<file path="src/rtl/strontium_dmem_pkg.sv">
// Shared types and constants for the DMEM port arbiter.
package strontium_dmem_pkg;

  typedef enum logic [1:0] {
    IDLE = 2'd0,
    OWN0 = 2'd1,
    OWN1 = 2'd2
  } arb_state_e;

  typedef struct packed {
    logic valid;
    logic master;
  } rd_tag_t;

  localparam int ADDR_W_DFLT = 32;
  // Address bit selecting the MMIO window inside DMEM; the arbiter passes it through untouched.
  localparam int MMIO_BIT    = ADDR_W_DFLT - 1;

  localparam logic M_CPU = 1'b0;
  localparam logic M_DBG = 1'b1;

endpackage

</file>
<file path="src/rtl/dmem_arb_pick.sv">
// Combinational two-way picker. Tie-break is round-robin when DMEM_ARB_RR_EN is
// defined, otherwise fixed priority to m0.
module dmem_arb_pick (
  input  logic       req0_i,
  input  logic       req1_i,
  input  logic       rr_last_i,
  input  logic [1:0] excl_i,
  output logic       gnt0_o,
  output logic       gnt1_o
);

  logic tie_win;
  logic base_win;

`ifdef DMEM_ARB_RR_EN
  assign base_win = ~rr_last_i;
`else
  logic unused_rr_last;
  assign unused_rr_last = rr_last_i;
  assign base_win       = 1'b0;
`endif

  // A master being forced off a lock loses the tie to the other one.
  always_comb begin
    tie_win = base_win;
    if (excl_i[0]) tie_win = 1'b1;
    if (excl_i[1]) tie_win = 1'b0;
  end

  assign gnt0_o = req0_i & (~req1_i | ~tie_win);
  assign gnt1_o = req1_i & (~req0_i |  tie_win);

endmodule

</file>
<file path="src/rtl/dmem_arbiter.sv">
// Two-master arbiter for the DMEM data port with lock support and 1-cycle read return.
// Define DMEM_ARB_RR_EN for round-robin tie-break; default build is fixed priority (m0 wins).
module dmem_arbiter
  import strontium_dmem_pkg::*;
#(
  parameter int ADDR_W   = 32,
  parameter int DATA_W   = 32,
  parameter int LOCK_MAX = 16
) (
  input  logic              clk,
  input  logic              rst,
  input  logic              m0_req,
  input  logic              m0_we,
  input  logic              m0_lock,
  input  logic [ADDR_W-1:0] m0_addr,
  input  logic [DATA_W-1:0] m0_wdata,
  output logic              m0_gnt,
  output logic              m0_rvalid,
  output logic [DATA_W-1:0] m0_rdata,
  input  logic              m1_req,
  input  logic              m1_we,
  input  logic              m1_lock,
  input  logic [ADDR_W-1:0] m1_addr,
  input  logic [DATA_W-1:0] m1_wdata,
  output logic              m1_gnt,
  output logic              m1_rvalid,
  output logic [DATA_W-1:0] m1_rdata,
  output logic              dmem_we,
  output logic [ADDR_W-1:0] dmem_ask_addr,
  output logic [ADDR_W-1:0] dmem_fetch_addr,
  output logic [DATA_W-1:0] dmem_wdata,
  input  logic [DATA_W-1:0] dmem_rdata
);

  localparam int              CNT_W   = $clog2(LOCK_MAX + 1);
  localparam logic [CNT_W-1:0] CNT_MAX = CNT_W'(LOCK_MAX);
  localparam logic [CNT_W-1:0] CNT_ONE = CNT_W'(1);

  arb_state_e        state_q, state_d;
  logic [CNT_W-1:0]  lock_cnt_q, lock_cnt_d;
  logic              rr_last_q, rr_last_d;
  rd_tag_t           rd_tag_q, rd_tag_d;
  logic [ADDR_W-1:0] fetch_addr_q;

  logic       pick_en;
  logic [1:0] excl;
  logic       hold_gnt0, hold_gnt1;
  logic       pick_gnt0, pick_gnt1;

  dmem_arb_pick u_pick (
    .req0_i    (m0_req),
    .req1_i    (m1_req),
    .rr_last_i (rr_last_q),
    .excl_i    (excl),
    .gnt0_o    (pick_gnt0),
    .gnt1_o    (pick_gnt1)
  );

  // NOTE: every signal driven here gets a default first so no latch is inferred.
  always_comb begin
    state_d    = state_q;
    lock_cnt_d = lock_cnt_q;
    rr_last_d  = rr_last_q;
    pick_en    = 1'b0;
    excl       = 2'b00;
    hold_gnt0  = 1'b0;
    hold_gnt1  = 1'b0;

    unique case (state_q)
      IDLE: pick_en = 1'b1;
      OWN0: begin
        if (m0_lock && lock_cnt_q != CNT_MAX) begin
          hold_gnt0  = m0_req;
          lock_cnt_d = lock_cnt_q + CNT_ONE;
        end else begin
          pick_en    = 1'b1;
          state_d    = IDLE;
          lock_cnt_d = '0;
          if (m0_lock) begin
            excl = 2'b01;
`ifdef DMEM_ARB_RR_EN
            rr_last_d = M_CPU;
`endif
          end
        end
      end
      OWN1: begin
        if (m1_lock && lock_cnt_q != CNT_MAX) begin
          hold_gnt1  = m1_req;
          lock_cnt_d = lock_cnt_q + CNT_ONE;
        end else begin
          pick_en    = 1'b1;
          state_d    = IDLE;
          lock_cnt_d = '0;
          if (m1_lock) begin
            excl = 2'b10;
`ifdef DMEM_ARB_RR_EN
            rr_last_d = M_DBG;
`endif
          end
        end
      end
      default: state_d = IDLE;
    endcase

    // Grants drop the moment reset asserts, not at the next edge.
    m0_gnt = ~rst & (hold_gnt0 | (pick_en & pick_gnt0));
    m1_gnt = ~rst & (hold_gnt1 | (pick_en & pick_gnt1));

    if (pick_en && (m0_gnt || m1_gnt)) begin
`ifdef DMEM_ARB_RR_EN
      rr_last_d = m1_gnt ? M_DBG : M_CPU;
`endif
      if (m0_gnt && m0_lock) begin
        state_d    = OWN0;
        lock_cnt_d = CNT_ONE;
      end else if (m1_gnt && m1_lock) begin
        state_d    = OWN1;
        lock_cnt_d = CNT_ONE;
      end
    end
  end

  always_comb begin
    dmem_we       = 1'b0;
    dmem_ask_addr = fetch_addr_q;
    dmem_wdata    = '0;
    if (m0_gnt) begin
      dmem_we       = m0_we;
      dmem_ask_addr = m0_addr;
      dmem_wdata    = m0_wdata;
    end else if (m1_gnt) begin
      dmem_we       = m1_we;
      dmem_ask_addr = m1_addr;
      dmem_wdata    = m1_wdata;
    end
  end

  assign rd_tag_d.valid  = (m0_gnt & ~m0_we) | (m1_gnt & ~m1_we);
  assign rd_tag_d.master = m1_gnt ? M_DBG : M_CPU;

  // NOTE: sequential state uses non-blocking assignments so all registers update together.
  always_ff @(posedge clk or posedge rst) begin
    if (rst) begin
      state_q      <= IDLE;
      lock_cnt_q   <= '0;
      rr_last_q    <= 1'b1;
      rd_tag_q     <= '0;
      fetch_addr_q <= '0;
    end else begin
      state_q      <= state_d;
      lock_cnt_q   <= lock_cnt_d;
      rr_last_q    <= rr_last_d;
      rd_tag_q     <= rd_tag_d;
      fetch_addr_q <= dmem_ask_addr;
    end
  end

  assign dmem_fetch_addr = fetch_addr_q;
  assign m0_rvalid = rd_tag_q.valid & (rd_tag_q.master == M_CPU);
  assign m1_rvalid = rd_tag_q.valid & (rd_tag_q.master == M_DBG);
  assign m0_rdata  = dmem_rdata;
  assign m1_rdata  = dmem_rdata;

endmodule
</file>
<file path="config.mk">
export PLATFORM = sky130hd
export DESIGN_NAME = dmem_arbiter
export DESIGN_NICKNAME = d
export VERILOG_FILES = /design/src/rtl/strontium_dmem_pkg.sv /design/src/rtl/dmem_arb_pick.sv /design/src/rtl/dmem_arbiter.sv
export SDC_FILE = /design/constraint.sdc
export NUM_CORES = 1
export LEC_CHECK = 0
export CORE_AREA = 4 4 129 131
export CTS_BUF_LIST = sky130_fd_sc_hd__clkbuf_4 sky130_fd_sc_hd__clkbuf_8
export CTS_CLUSTER_DIAMETER = 40
export DETAILED_ROUTE_END_ITERATION = 8
export DIE_AREA = 0 0 133 135
export DONT_BUFFER_PORTS = 1
export PLACE_DENSITY = 0.36
export SYNTH_ARGS = -nofsm -noshare
export SYNTH_HDL_FRONTEND = slang
export SYNTH_SLANG_ARGS = --single-unit
</file>
<file path="constraint.sdc">
create_clock -name clk -period 7.05 [get_ports clk]
set_clock_uncertainty 0.1 [all_clocks]
set_input_delay 1.7625 -clock clk [delete_from_list [all_inputs] [get_ports clk]]
set_output_delay 1.7625 -clock clk [all_outputs]
set_load 0.01 [all_outputs]
</file>
==> flow_summary.json <==
{
  "status": "complete, no violations",
  "setup-tns-final_ns": 0,
  "slew-limit-headroom": 0.2740,
  "pin_count": 333,
  "grt_max_degree": 66,
  "min_period_ns": 5.684,
  "postCtsSetupBuffers": 0,
  "post_cts_resized": 0,
  "synthToLayoutAreaGrowth_pct": -6.099,
  "worstPathArrival_ns": 3.82,
  "fin_ws_ns": 1.366,
  "syn-num-nets": 587,
  "critPathLaunchType": "input pin",
  "ys_warn_count": 0,
  "rsz0062_at_grt": "false",
  "grt_pass1_wl_mm": 19.09,
  "post-dp-hpwl_mm": 9.601,
  "path_max_fanout": 34,
  "grt_overflow": 0,
  "die_x_um": 133,
  "ys_seq_area_frac": 0.3049,
  "core_area_um2": 15600,
  "grt_pass1_vias": 3029,
  "cts_buffers": 5,
  "syn_inst": 413,
  "finalHoldViolations": 0,
  "io_buffers": 0,
  "wire_per_inst_um": 24.48,
  "drv_slew": 0,
  "min_path_type": "register to register",
  "drive_gt1_frac": 0.08000,
  "root_buffer": "clkbuf_8",
  "cts.sink_count": 41,
  "hold_buffers": 0,
  "placed_area_um2": 3023,
  "clk_path_buf_depth": 2,
  "maxCapViolations": 0,
  "setup_viol": 0,
  "place_ws_ns": 1.413,
  "worst_slew_pin_slew_ns": 1.086,
  "period_share": 0.8062,
  "die-area_um2": 17960,
  "endpoint_kind": "primary output",
  "insertion_delay_ns": 0.32,
  "drtIter0Drc": 156,
  "antenna_found_initial": 1,
  "antenna_left": 0,
  "nets": 498,
  "synth_seq_cells": 41,
  "routed_via_density": 5.356,
  "cp_data_required_time_ns": 5.19,
  "synth_cell_types": 37,
  "ctsHtreeMaxLevel": 2,
  "syn_avg_cell_area_um2": 8.146,
  "powerDensity_nw_per_um2": 458.5,
  "drc": 0,
  "routed_wl_mm": 13.27,
  "syn-cell-area_um2": 3364,
  "placed_cells": 533,
  "stdcell_count": 542,
  "gp_congestion": 0.7923,
  "drtPass1Iterations": 5,
  "setup.worst_path.class": "input pin to primary output",
  "cts.clk_slew.worst_paths_ns": 0.09,
  "leakage_nw": 1.111,
  "die_y_um": 135,
  "stdcell_area_um2": 3159,
  "ir_drop_mv": 0.1292,
  "floorplan.rows": 46,
  "cts_tree": "done",
  "start_util": 0.2157,
  "max_freq_mhz": 175.9,
  "grt_usage": 0.1388,
  "vias": 2903
}
-- cells in the mapped netlist --
cell type   n  area, um^2
a2111oi_4   1       27.53
a211o_1     1       8.760
a21o_1      1       7.510
a21oi_1    39       195.2
a311oi_1    2       17.52
a31o_2      1       8.760
a31oi_1    33       206.5
and2_1      4       25.02
and3_1      4       25.02
and4bb_4    1       16.27
buf_1       2       7.510
buf_2      11       55.05
buf_4      66       495.5
buf_6       3       33.78
clkbuf_1   20       75.07
dfrtp_1    41        1026
ha_1        6       75.07
inv_1       8       30.03
inv_4       1       6.260
nand2_1    12       45.04
nand2b_1    2       12.51
nand3_1    67       335.3
nand4b_1    3       26.28
nand4bb_1   1       11.26
nor2_1      2       7.510
nor2b_1     3       18.77
nor3_1      1       5.000
nor4_2      1       12.51
o21a_1      1       7.510
o21ai_0    35       175.2
o22ai_1     1       6.260
o2bb2ai_1  33       289.0
o31a_1      1       8.760
o41a_2      1       12.51
o41ai_4     1       27.53
or3_1       2       12.51
or3b_1      1       8.760
-- metal layers --
layer / GRT usage / part of all wire
met2: 0.2483 / 0.52
met4: 0.05023 / 0.021
met3: 0.04918 / 0.093
met5: 0 / 0
met1: 0.1517 / 0.37
-- final cells by class --
type	instances	area, um^2
Fill cell	1727	12440
Multi-Input combinational cell	261	1645
Sequential cell	41	1026
Tap cell	216	270.3
Clock buffer	5	68.82
Clock inverter	3	65.06
Timing Repair Buffer	6	45.04
Inverter	9	36.28
Antenna cell	1	2.502
-- logic make-up after synthesis --
| logic type | Yosys count | synth area share |
|---|---|---|
| compound gates | 151 | 0.2968 |
| buf+inv | 111 | 0.2090 |
| simple gates | 104 | 0.1670 |
| flops | 41 | 0.3049 |
| fa+ha+maj | 6 | 0.02231 |
-- state kept, by name, indices dropped and copies added (netlist names) --
signal / cells
dmem_fetch_addr: 32
lock_cnt_q: 5
rd_tag_q: 2
state_q: 2
-- cell usage in the layout (no fill, tap or decap), drive strengths merged, types with 4 or more instances in the layout --
master	instances
a21oi	39
a31oi	33
and2	4
and3	4
buf	6
clkbuf	5
dfrtp	41
ha	6
inv	9
nand2	12
nand3	67
o21ai	35
o2bb2ai	33
-- path summary, 6_finish.rpt --
| path | slack, ns | depth (start not counted) | to | from |
|---|---|---|---|---|
| max | 1.37 | 6 | dmem_wdata[21] | m0_lock |
| min | 0.47 | 2 | lock_cnt_q[4] | lock_cnt_q[4] |
| max reg2reg | 3.87 | 8 | dmem_fetch_addr[22] | state_q[0] |
| min reg2reg | 0.47 | 2 | lock_cnt_q[4] | lock_cnt_q[4] |
| max in group asynchronous | 5.07 | 2 | rd_tag_q[0] | rst |
| min in group asynchronous | 1.38 | 2 | lock_cnt_q[0] | rst |
-- where the power goes --
| part | internal (mW) | leakage, nW | switching (mW) |
|---|---|---|---|
| logic | 0.198 | 0.557 | 0.539 |
| registers | 0.346 | 0.485 | 0.127 |
| clock network | 0.141 | 0.0681 | 0.0985 |
| total | 0.684 | 1.11 | 0.764 |
-- worst max-delay path: stages --
cell	delay, ns
inv_1	0.04
nor4_2	0.50
or3b_2	0.22
and2_2	0.68
inv_4	0.31
o2bb2ai_1	0.27
-- per-stage QoR --
step	utilization	hold WS [ns]	total power, mW
2_1_floorplan	-	0.4232	1.084
3_3_place_gp	0.1938	0.4496	1.220
3_5_place_dp	0.1938	0.4539	1.225
4_1_cts	0.2024	0.4700	1.474
5_1_grt	0.2026	0.4987	1.560
6_report	0.2026	0.4735	1.448
(Power assumes the default switching activity.)
==> patch 1, RTL diff (config.mk and constraints unchanged) <==
`fetch_addr_q` no longer has a reset.
--- a/src/rtl/dmem_arbiter.sv
+++ b/src/rtl/dmem_arbiter.sv
@@ -146,14 +146,16 @@
       lock_cnt_q   <= '0;
       rr_last_q    <= 1'b1;
       rd_tag_q     <= '0;
-      fetch_addr_q <= '0;
     end else begin
       state_q      <= state_d;
       lock_cnt_q   <= lock_cnt_d;
       rr_last_q    <= rr_last_d;
       rd_tag_q     <= rd_tag_d;
-      fetch_addr_q <= dmem_ask_addr;
     end
+  end
+
+  always_ff @(posedge clk) begin
+    fetch_addr_q <= dmem_ask_addr;
   end
 
   assign dmem_fetch_addr = fetch_addr_q;
Behaviour: differs if rst is asserted again (counterexample within 4 cycles, from zero or initial values and one cycle with rst high); with rst held inactive, the same outputs for 10 cycles.
==> patch 1 against the unedited design <==
  * Combinational power about the same
  * Setup slack worse by 210 ps
  * Non-clock buffer count down 1
  * Final area down 6.6%
  * Highest routed layer unchanged
  * Utilization down 1.3 points
  * Clock power down 27%
  * Cell count down 0.37%
  * Via count down 1.1%
  * Die area unchanged
  * Total power down 4.5%
  * Sequential cell count unchanged
  * Area after synthesis down 4.8%
  * Routed wire length down 10%
==> patch 1: results (changes against the unedited design) <==
Outcome
  – Run status: finished clean

Place
  – GP Congestion: 0.882 (+11%)
  – Place WS: 1160 ps (-248 ps)
  – Placed cells: 532 (-0.19%)
  – IO buf count: 0 (unchanged)
  – Post-DP HPWL: 8770 µm (-8.6%)
  – Dpl cell area: 2850 µm² (-5.6%)

Floorplanning
  – Die X: 133 µm (unchanged)

Routing
  – First drt pass iteration count: 4 (-1)
  – Routed WL per cell: 22.1 µm (-9.9%)
  – Initial DRC Count: 173 (+11%)
  – Vias: 2872 (-1.1%)

Setup path
  – Crit Path Category: in2out
  – Worst EP arrival: 4030 ps (+210 ps)

Yosys
  – Ys flop type: dfxtp_1
  – Count of different cell masters after synthesis: 38 (+2.7%)
  – Warnings from Yosys: 0 (unchanged)
  – Sequential share of the synthesized area: 27.0% (-3.5 points)
  – Syn_area_per_cell: 7.76 µm² (-4.8%)
  – FFs w/ async S/R, synth: 22.0% (-78 points)
  – Synth cell count leaders: nand3_1 (67), buf_4 (66), a21oi_1 (39), o21ai_0 (35)
  – Top post-synthesis cells by area: dfxtp_1 (20%), buf_4 (15%), nand3_1 (10%), o2bb2ai_1 (9.0%), dfrtp_1 (7.0%)

Cells and area
  – Non-Filler Instances: 540 (-0.37%)
  – Layout cells sized above 1: 7.10% (-0.90 points)
  – Filler cells: 1736 (+0.52%)
  – Final net count: 497 (-0.20%)
  – Ant diodes: 0 (-1)

Pwr
  – Sw Share: 54.3% (+1.6 points)
  – Lkg Pwr: 0.997 nW (-10%)
  – Peak supply drop: 0.000130 V (+0.84%)

CTS
  – Htree depth: 2 (unchanged)
  – Post-CTS sizing: 0 (unchanged)
  – Clock root buffer: clkbuf_8

Global route
  – Gr usage total: 12.3% (-1.6 points)
  – Vias in the first global route: 2750 (-9.2%)
  – First-pass GRT wire length: 17100 µm (-11%)
  – Initial antenna violation count: 0 (-1)

Timing
  – Slew HR: 18.7% (-8.7 points)
[patch 1: power groups by stage]
stage | Clock [mW] | Combinational, mW | Sequential, mW
2_1_floorplan | 0 | 0.634 | 0.448
3_3_place_gp | 0 | 0.737 | 0.480
3_5_place_dp | 0 | 0.743 | 0.479
4_1_cts | 0.190 | 0.744 | 0.475
5_1_grt | 0.197 | 0.811 | 0.485
6_report | 0.175 | 0.737 | 0.472
[patch 1: cell type report]
class	instances	area, µm²	area share [%]
well taps	216	270	9.16
flip-flops and latches	41	866	29.3
multi-input cells	261	1640	55.7
repair buffers	5	37.5	1.27
clock inverters	1	6.26	0.212
clock buffers	7	90.1	3.05
inverters	9	36.3	1.23
[patch 1: path summary, 6_finish.rpt]
check / startpoint / to / slack (ps) / cells past startpoint
setup / recovery: m1_lock / dmem_wdata[13] / 1160 / 7
setup reg to reg: state_q[0] / dmem_fetch_addr[26] / 3640 / 8
max in group asynchronous: rst / lock_cnt_q[3] / 5280 / 1
hold / removal: lock_cnt_q[4] / lock_cnt_q[4] / 470 / 2
min in group asynchronous: rst / state_q[0] / 1240 / 1
hold reg to reg: lock_cnt_q[4] / lock_cnt_q[4] / 470 / 2
[patch 1: worst max-delay path, stage by stage]
cell and delay [ps]:
nor2b_1 60, nor4_2 490, or3b_2 580, and2_1 210
buf_4 400, inv_4 240, o2bb2ai_1 260
[patch 1: kinds of logic after synthesis]
family,after synthesis,synth area share (%)
flip-flops,41,27.0
AND/OR/NAND/NOR,104,17.5
AO/OA/AOI/OAI,151,31.2
adder cells (fa/ha/maj),6,2.34
buffers and inverters,111,21.9
[patch 1: routing by layer]
metal | track usage, % | vias up | share of wire [%]
met5 | 0 | - | 0
met4 | 5.48 | 0 | 3.0
met3 | 3.95 | 37 | 9.7
met2 | 21.2 | 196 | 51
met1 | 13.9 | 1361 | 36
li1 | - | 1278 | -
==> patch 2, RTL diff (same flow settings) <==
Made on the original files. Build with the macro `DMEM_ARB_RR_EN` defined.
--- a/src/rtl/dmem_arb_pick.sv
+++ b/src/rtl/dmem_arb_pick.sv
@@ -1,5 +1,7 @@
 // Combinational two-way picker. Tie-break is round-robin when DMEM_ARB_RR_EN is
 // defined, otherwise fixed priority to m0.
+`define DMEM_ARB_RR_EN
+
 module dmem_arb_pick (
   input  logic       req0_i,
   input  logic       req1_i,
Behaviour: not the same (a bounded check fails within 4 cycles, from zero or initial values and one cycle with rst high).
==> patch 2 against the unedited design <==
  * Register-to-register slack got worse by 250 ps
  * Clock power decreased by 25%
  * Final area decreased by 6.5%
  * Sequential cell count increased by 1
  * Non-clock buffer count increased by 1
  * Sequential power increased by 5.1%
  * Setup slack got worse by 72 ps
  * Routed wire length decreased by 17%
  * Total power decreased by 18%
  * Area after synthesis decreased by 5.7%
  * Count of clock-buffer cells in the layout unchanged
==> patch 2: results (changes against the unedited design) <==
Setup path
  – Reg2Reg Depth: 10 (+2)
  – CP peak stage delay: 460 ps (-220 ps)
  – Worst r2r dst: dmem_fetch_addr[24]
  – FF-to-FF setup slack: 3620 ps (-250 ps)
  – Crit-path slowest cell: clkinv_2

Place
  – Placed cells: 569 (+6.8%)
  – GP Congestion: 0.788 (-0.57%)
  – Post-DP HPWL: 8450 µm (-12%)
  – Place WS: 1290 ps (-125 ps)
  – Dpl cell area: 2860 µm² (-5.4%)

Cells and area
  – Ant diodes: 0 (-1)
  – Non-Filler Instances: 577 (+6.5%)
  – Final net count: 534 (+7.2%)
  – Layout cells sized above 1: 6.93% (-1.1 points)

Global route
  – Vias in the first global route: 2604 (-14%)
  – Initial antenna violation count: 0 (-1)
  – Gr usage total: 11.4% (-2.5 points)
  – First-pass GRT wire length: 15700 µm (-18%)
  – Largest net degree at the start of global routing: 47 (-29%)

Yosys
  – Sequential share of the synthesized area: 33.1% (+2.7 points)
  – Count of different cell masters after synthesis: 40 (+8.1%)
  – Post-synth top area share: 32.3% (+1.8 points)
  – Synthesized instance count: 437 (+5.8%)

Hold path
  – Min-Delay Endpoint: lock_cnt_q[1]
  – Hold_sp: lock_cnt_q[1]

Timing
  – Slew HR: 52.9% (+26 points)
  – WHS: 493 ps (+19.1 ps)

Pwr
  – Sw Share: 51.9% (-0.89 points)
  – Peak supply drop: 0.000148 V (+15%)

Routing
  – Post-Route WL: 11000 µm (-17%)
  – Vias per cell: 4.64 (-13%)

Outcome
  – Run status: finished clean
[patch 2: cell count changes after synthesis, sizes merged, moves of 30 or more]
cell     delta
a31oi      -32
nand2      +96
o21ai      -30
nor2       +39
a21oi      +32
nand3      -30
o2bb2ai    -33
[patch 2: how the worst max path moves through the flow]
stage / to / slack, ps / cells after the start
6_report: dmem_ask_addr[24] / 1290 / 8
5_1_grt: dmem_ask_addr[10] / 1080 / 8
4_1_cts: dmem_ask_addr[24] / 1270 / 8
3_5_place_dp: dmem_ask_addr[24] / 1290 / 8
3_3_place_gp: dmem_ask_addr[24] / 1330 / 8
2_1_floorplan: dmem_ask_addr[15] / 1170 / 9
[patch 2: cell families after synthesis]
kind of cell	after synthesis	share of synthesized area, %
AOI/OAI and AO/OA	90	16.1
adders and majority gates	6	2.36
buffers and inverters	99	21.1
DFF	42	33.1
and+or+nand+nor	200	27.3
[patch 2: final cells by class]
type	instances	area [µm²]	area share (%)
tap	216	270	9.15
clock buffer	5	68.8	2.33
timing repair buffer	7	52.6	1.78
inverter	8	31.3	1.06
multi-input combinational	296	1450	49.2
clock inverter	3	25.0	0.847
sequential	42	1050	35.6
[patch 2: metal layers]
| metal | track usage (%) | vias to the layer above | routed length (µm) | share of wire (%) |
|---|---|---|---|---|
| li1 | - | 1222 | - | - |
| met4 | 5.14 | 0 | 270 | 2.5 |
| met2 | 18.6 | 166 | 5410 | 49 |
| met5 | 0 | - | 0 | 0 |
| met1 | 13.2 | 1257 | 4140 | 38 |
| met3 | 4.58 | 30 | 1160 | 11 |
[patch 2: tightest hold or removal path, stage by stage, from the launching register on]
cell and delay, ps:
dfrtp_1 430, nand2b_1 80, a21oi_1 50
[patch 2: power groups by stage]
stage,Combinational (mW),Clock (mW),Sequential (mW)
after floorplan,0.473,0,0.460
after global placement,0.524,0,0.505
after detailed placement,0.526,0,0.504
after CTS,0.526,0.198,0.499
after global routing,0.576,0.210,0.511
final,0.517,0.180,0.496
